<file path="config.mk">
export PLATFORM = sky130hd
export DESIGN_NAME = serial_subtractor
export DESIGN_NICKNAME = d
export VERILOG_FILES = /design/src/rtl/serial_subtractor.sv
export SDC_FILE = /design/constraint.sdc
export NUM_CORES = 1
export LEC_CHECK = 0
export BUFFER_PORTS_ARGS = -buffer_cell sky130_fd_sc_hd__buf_2
export CAP_MARGIN = 20
export CORE_MARGIN = 2
export CORE_UTILIZATION = 45
export DETAILED_ROUTE_END_ITERATION = 7
export PLACE_DENSITY = 0.69
export SYNTH_ARGS = -nofsm -noshare
export SYNTH_HDL_FRONTEND = slang
export SYNTH_SLANG_ARGS = --single-unit
export TNS_END_PERCENT = 100
</file>
<file path="constraint.sdc">
create_clock -name clk -period 1.5 [get_ports clk]
set_clock_uncertainty 0.2 [all_clocks]
set_input_delay 0.3 -clock clk [delete_from_list [all_inputs] [get_ports clk]]
set_output_delay 0.3 -clock clk [all_outputs]
set_load 0.1 [all_outputs]
</file>
<file path="src/rtl/serial_subtractor.sv">
`default_nettype none
// +----------------------------------------------------------------------------+
// | Module   : serial_subtractor                                               |
// | Brief    : Bit-serial two's-complement subtractor, diff = a - b - bin,     |
// |            LSB first through one full-subtractor cell, valid/ready I/O.    |
// | Revision : 1.0                                                             |
// +----------------------------------------------------------------------------+
module serial_subtractor #(
  parameter int WIDTH = 8
) (
  input  logic             clk,
  input  logic             rst_n,
  input  logic             in_valid,
  output logic             in_ready,
  input  logic [WIDTH-1:0] a,
  input  logic [WIDTH-1:0] b,
  input  logic             bin,
  output logic             out_valid,
  input  logic             out_ready,
  output logic [WIDTH-1:0] diff,
  output logic             bout,
  output logic             ovf
);

  localparam int         c_CW   = $clog2(WIDTH);
  localparam logic [1:0] c_IDLE = 2'd0;
  localparam logic [1:0] c_RUN  = 2'd1;
  localparam logic [1:0] c_DONE = 2'd2;
  localparam logic [c_CW-1:0] c_LAST = c_CW'(WIDTH - 1);

  logic [1:0]       r_state;
  logic [WIDTH-1:0] r_a_sr;
  logic [WIDTH-1:0] r_b_sr;
  logic [WIDTH-1:0] r_res;
  logic             r_br;
  logic             r_sa;
  logic             r_sb;
  logic [c_CW-1:0]  r_cnt;
  logic [WIDTH-1:0] r_diff;
  logic             r_bout;
  logic             r_ovf;

  logic             w_x;
  logic             w_y;
  logic             w_d;
  logic             w_bnext;
  logic             w_last;
  logic [WIDTH-1:0] w_res_next;

  assign w_x        = r_a_sr[0];
  assign w_y        = r_b_sr[0];
  assign w_d        = w_x ^ w_y ^ r_br;
  assign w_bnext    = (~w_x & w_y) | (~(w_x ^ w_y) & r_br);
  assign w_res_next = {w_d, r_res[WIDTH-1:1]};
  assign w_last     = (r_cnt == c_LAST);

  // Gate with rst_n so in_ready stays low for the whole time reset is held.
  assign in_ready  = (r_state == c_IDLE) & rst_n;
  assign out_valid = (r_state == c_DONE);
  assign diff      = r_diff;
  assign bout      = r_bout;
  assign ovf       = r_ovf;

  always_ff @(posedge clk or negedge rst_n) begin
    if (!rst_n) begin
      r_state <= c_IDLE;
      r_a_sr  <= '0;
      r_b_sr  <= '0;
      r_res   <= '0;
      r_br    <= 1'b0;
      r_sa    <= 1'b0;
      r_sb    <= 1'b0;
      r_cnt   <= '0;
      r_diff  <= '0;
      r_bout  <= 1'b0;
      r_ovf   <= 1'b0;
    end else begin
      case (r_state)
        c_IDLE: begin
          if (in_valid) begin
            r_a_sr  <= a;
            r_b_sr  <= b;
            r_br    <= bin;
            r_sa    <= a[WIDTH-1];
            r_sb    <= b[WIDTH-1];
            r_cnt   <= '0;
            r_state <= c_RUN;
          end
        end
        c_RUN: begin
          r_a_sr <= {1'b0, r_a_sr[WIDTH-1:1]};
          r_b_sr <= {1'b0, r_b_sr[WIDTH-1:1]};
          r_res  <= w_res_next;
          r_br   <= w_bnext;
          r_cnt  <= r_cnt + c_CW'(1);
          if (w_last) begin
            r_diff  <= w_res_next;
            r_bout  <= w_bnext;
            // Overflow only possible when operand signs differ.
            r_ovf   <= (r_sa != r_sb) & (w_res_next[WIDTH-1] != r_sa);
            r_state <= c_DONE;
          end
        end
        c_DONE: begin
          if (out_ready) begin
            r_state <= c_IDLE;
          end
        end
        default: r_state <= c_IDLE;
      endcase
    end
  end

endmodule
`default_nettype wire

</file>
==> qor.txt <==
clock transition at the registers of the reported paths -> 0.09 ns
vias in the first global route -> 1,407
fmax -> 562 MHz
switching share of power -> 0.430
Area Overhead vs Synth -> 52.2%
worst r2r path cells -> 5
M1 wire length -> 2040 um
routed vias -> 1,532
Area after DPL -> 2290 um^2
post-synth top area cell -> dfrtp_1
sequential share of power -> 0.298
reg2reg start -> r_state[1]
register area share after synthesis -> 0.560
Post-DRT Antenna Nets -> 0
Final WS setup -> -0.278 ns
part of the power in combinational logic -> 0.565
post-route cell area -> 2790 um^2
synth top area cells -> dfrtp_1 (56%), nand2_1 (8.4%), a22oi_1 (5.3%)
WL met2 -> 2430 um
Slew Limit Headroom -> 0.657
number of synthesized flops with an enable pin -> 0
hpwl dp -> 2650 um
period utilisation layout -> 1.19
Critical Path RT -> 1.00 ns
flop-to-flop setup slack -> -0.21 ns
Worst EP arrival -> 1.28 ns
register bit total from synthesis -> 41
Final min period -> 1.78 ns
Core ar. -> 3970 um^2
Switching Power -> 0.00285 W
Longest Clk Path Bufs -> 2
Power Density -> 2370 nW/um^2
worst skew pair latency -> 0.29 ns
Root Driver -> clkbuf_8
failing checks -> negative setup slack
routability cong. -> 0.753
max-slew violation count -> 0
Yosys top cell area share -> 0.560
maxcap violations -> 0
r2r endpoint -> diff[2]
RSZ-0062 raised after global routing -> yes
worst hold path type -> primary input to flip-flop
initial antenna violation count -> 0
global-route usage over all layers -> 0.195
Sink Count -> 41
largest family of logic cells by synthesized area -> compound AO/OA/AOI/OAI gates
hold slack -> 0.0596 ns
Boundary Pins -> 33
Post-Syn Nets -> 188
Worst Setup SP -> r_state[0]
max layer used -> met4
full die area -> 4600 um^2
Pleak -> 1.34 nW
number of port buffers -> 32
first-pass GRT wire length -> 6550 um
Post-Route WL -> 4710 um
die height -> 67.8 um
Mapped Avg Cell Area -> 11.2 um^2
drt drc -> 0
routed wl met3 -> 184 um
Commonest cells post-synth -> dfrtp_1 (41), nand2_1 (41), a22oi_1 (13)
Top FF cell, synth -> dfrtp_1
Final Hold Violating Endpoints -> 0
diode count -> 0
share of post-route cells with drive strength above 1 -> 0.476
final setup vio count -> 38
fin nets -> 254
Mapped Area -> 1830 um^2
htree depth -> 2
YS warnings -> 0
Async SR Flop Fraction -> 1.00
Critical Path Sink Type -> primary output
pin count of the biggest net entering global routing -> 42
routed length per instance -> 16.8 um
crit path max fanout -> 9
DR iter-0 viols -> 106
adder-cell share of the synthesized area -> 0.0246
slew of the pin with the lowest slew margin -> 0.515 ns
die width -> 67.8 um
Initial Util -> 0.461
row count -> 23
DRT Pass-1 Iters -> 4
mux share of post-synthesis cell area -> 0.0717
number of CTS-inserted buffers -> 5
Synth cell types -> 27
# fillers -> 247
cell internal pwr -> 0.00377 W
Worst setup SP type -> flip-flop
Vias/cell -> 5.45
simple-gate area share of the yosys netlist -> 0.140
status -> complete, but fails checks
Clock Power Share -> 0.137
peak supply drop -> 1.12 mV
post-synthesis xor/xnor area fraction -> 0
Critical Path Sink -> in_ready
Cells after Synth -> 164
kind of critical path -> flip-flop to primary output
setup_tns -> -5.27 ns
Compound-Gate Fraction of Synth Area -> 0.152
total grt overflow -> 0
CTS tree -> built
==> power by group through the flow <==
stage          registers (W)  logic (W)  clock network, W
2_1_floorplan        0.00266    0.00129                 0
3_3_place_gp         0.00192    0.00292                 0
3_5_place_dp         0.00195    0.00301                 0
4_1_cts              0.00193    0.00318          0.000914
5_1_grt              0.00202    0.00394          0.000968
6_report             0.00197    0.00374          0.000906
==> final cells by class <==
type | instances | area (um^2) | area share
repair buffers | 65 | 671 | 0.241
inverters | 5 | 22.5 | 0.00808
multi-input cells | 112 | 891 | 0.320
well taps | 50 | 62.6 | 0.0224
clock buffers | 5 | 68.8 | 0.0247
clock inverters | 3 | 46.3 | 0.0166
flip-flops and latches | 41 | 1030 | 0.368
==> cells by family (layout without fill, tap and decap cells) <==
family / Yosys count / in the layout
AND/OR/NAND/NOR: 53 / 54
AO/OA/AOI/OAI: 42 / 45
flip-flops: 41 / 41
buffers and inverters: 15 / 78
multiplexers: 10 / 10
adder cells (fa/ha/maj): 3 / 3
==> worst max-delay path, cell delays in order, from the launching register on <==
cell and delay (ns):
dfrtp_1 0.41, buf_12 0.15, nor3b_4 0.22, buf_12 0.20
==> routing by layer <==
metal | up-vias | track usage
li1 | 699 | -
met1 | 790 | 0.262
met2 | 36 | 0.311
met3 | 7 | 0.0517
met4 | 0 | 0.0600
met5 | - | 0
==> registers in the layout (all words and copies together), names as in the netlist, 2 cells and up <==
| register | cells |
|---|---|
| r_b_sr | 8 |
| diff | 8 |
| r_res | 7 |
| r_a_sr | 8 |
| r_state | 2 |
| r_cnt | 3 |
==> worst min-delay path by stage <==
| stage | from | end | slack (ns) | cells past startpoint |
|---|---|---|---|---|
| global placement | rst_n | r_a_sr[6] | 0.20 | 2 |
| floorplan | rst_n | bout | -0.20 | 0 |
| finish | b[7] | r_sb | 0.06 | 2 |
| CTS | b[7] | r_b_sr[7] | 0.05 | 2 |
| detailed placement | rst_n | r_a_sr[7] | 0.21 | 2 |
| global route | b[7] | r_sb | 0.05 | 2 |
==> cell usage in the layout, fill, tap and decap left out, drive strengths merged <==
cell type,count
o21ai,20
o21bai,4
clkinv,1
nor2b,4
a22o,3
a2bb2oi,1
bufinv,1
nand2b,2
mux2,10
fa,1
clkbuf,6
a21oi,4
buf,62
nor3b,2
nand2,41
and3b,1
nor3,1
nand3b,2
clkinvlp,2
dlygate4sd3,2
dfrtp,41
nor2,1
inv,4
ha,2
a22oi,13
==> through the flow <==
stage	setup WS, ns	util	power, W	std cells
floorplan	-0.599	-	0.00395	164
global placement	-0.0579	0.578	0.00484	245
global route	-0.303	0.702	0.00693	281
CTS	-0.292	0.635	0.00602	262
finish	-0.278	0.702	0.00662	281
detailed placement	-0.146	0.578	0.00496	245
==> repair_timing <==
action,CTS,global route
buffers inserted,5,16
hold buffers,2,0
cloned,2,3
endpoints found under the hold margin,42,0
gates resized for setup,8,29
pin swaps,4,21
endpoints found under the setup margin,23,38
Note: power is estimated with default switching activity, not from simulation.
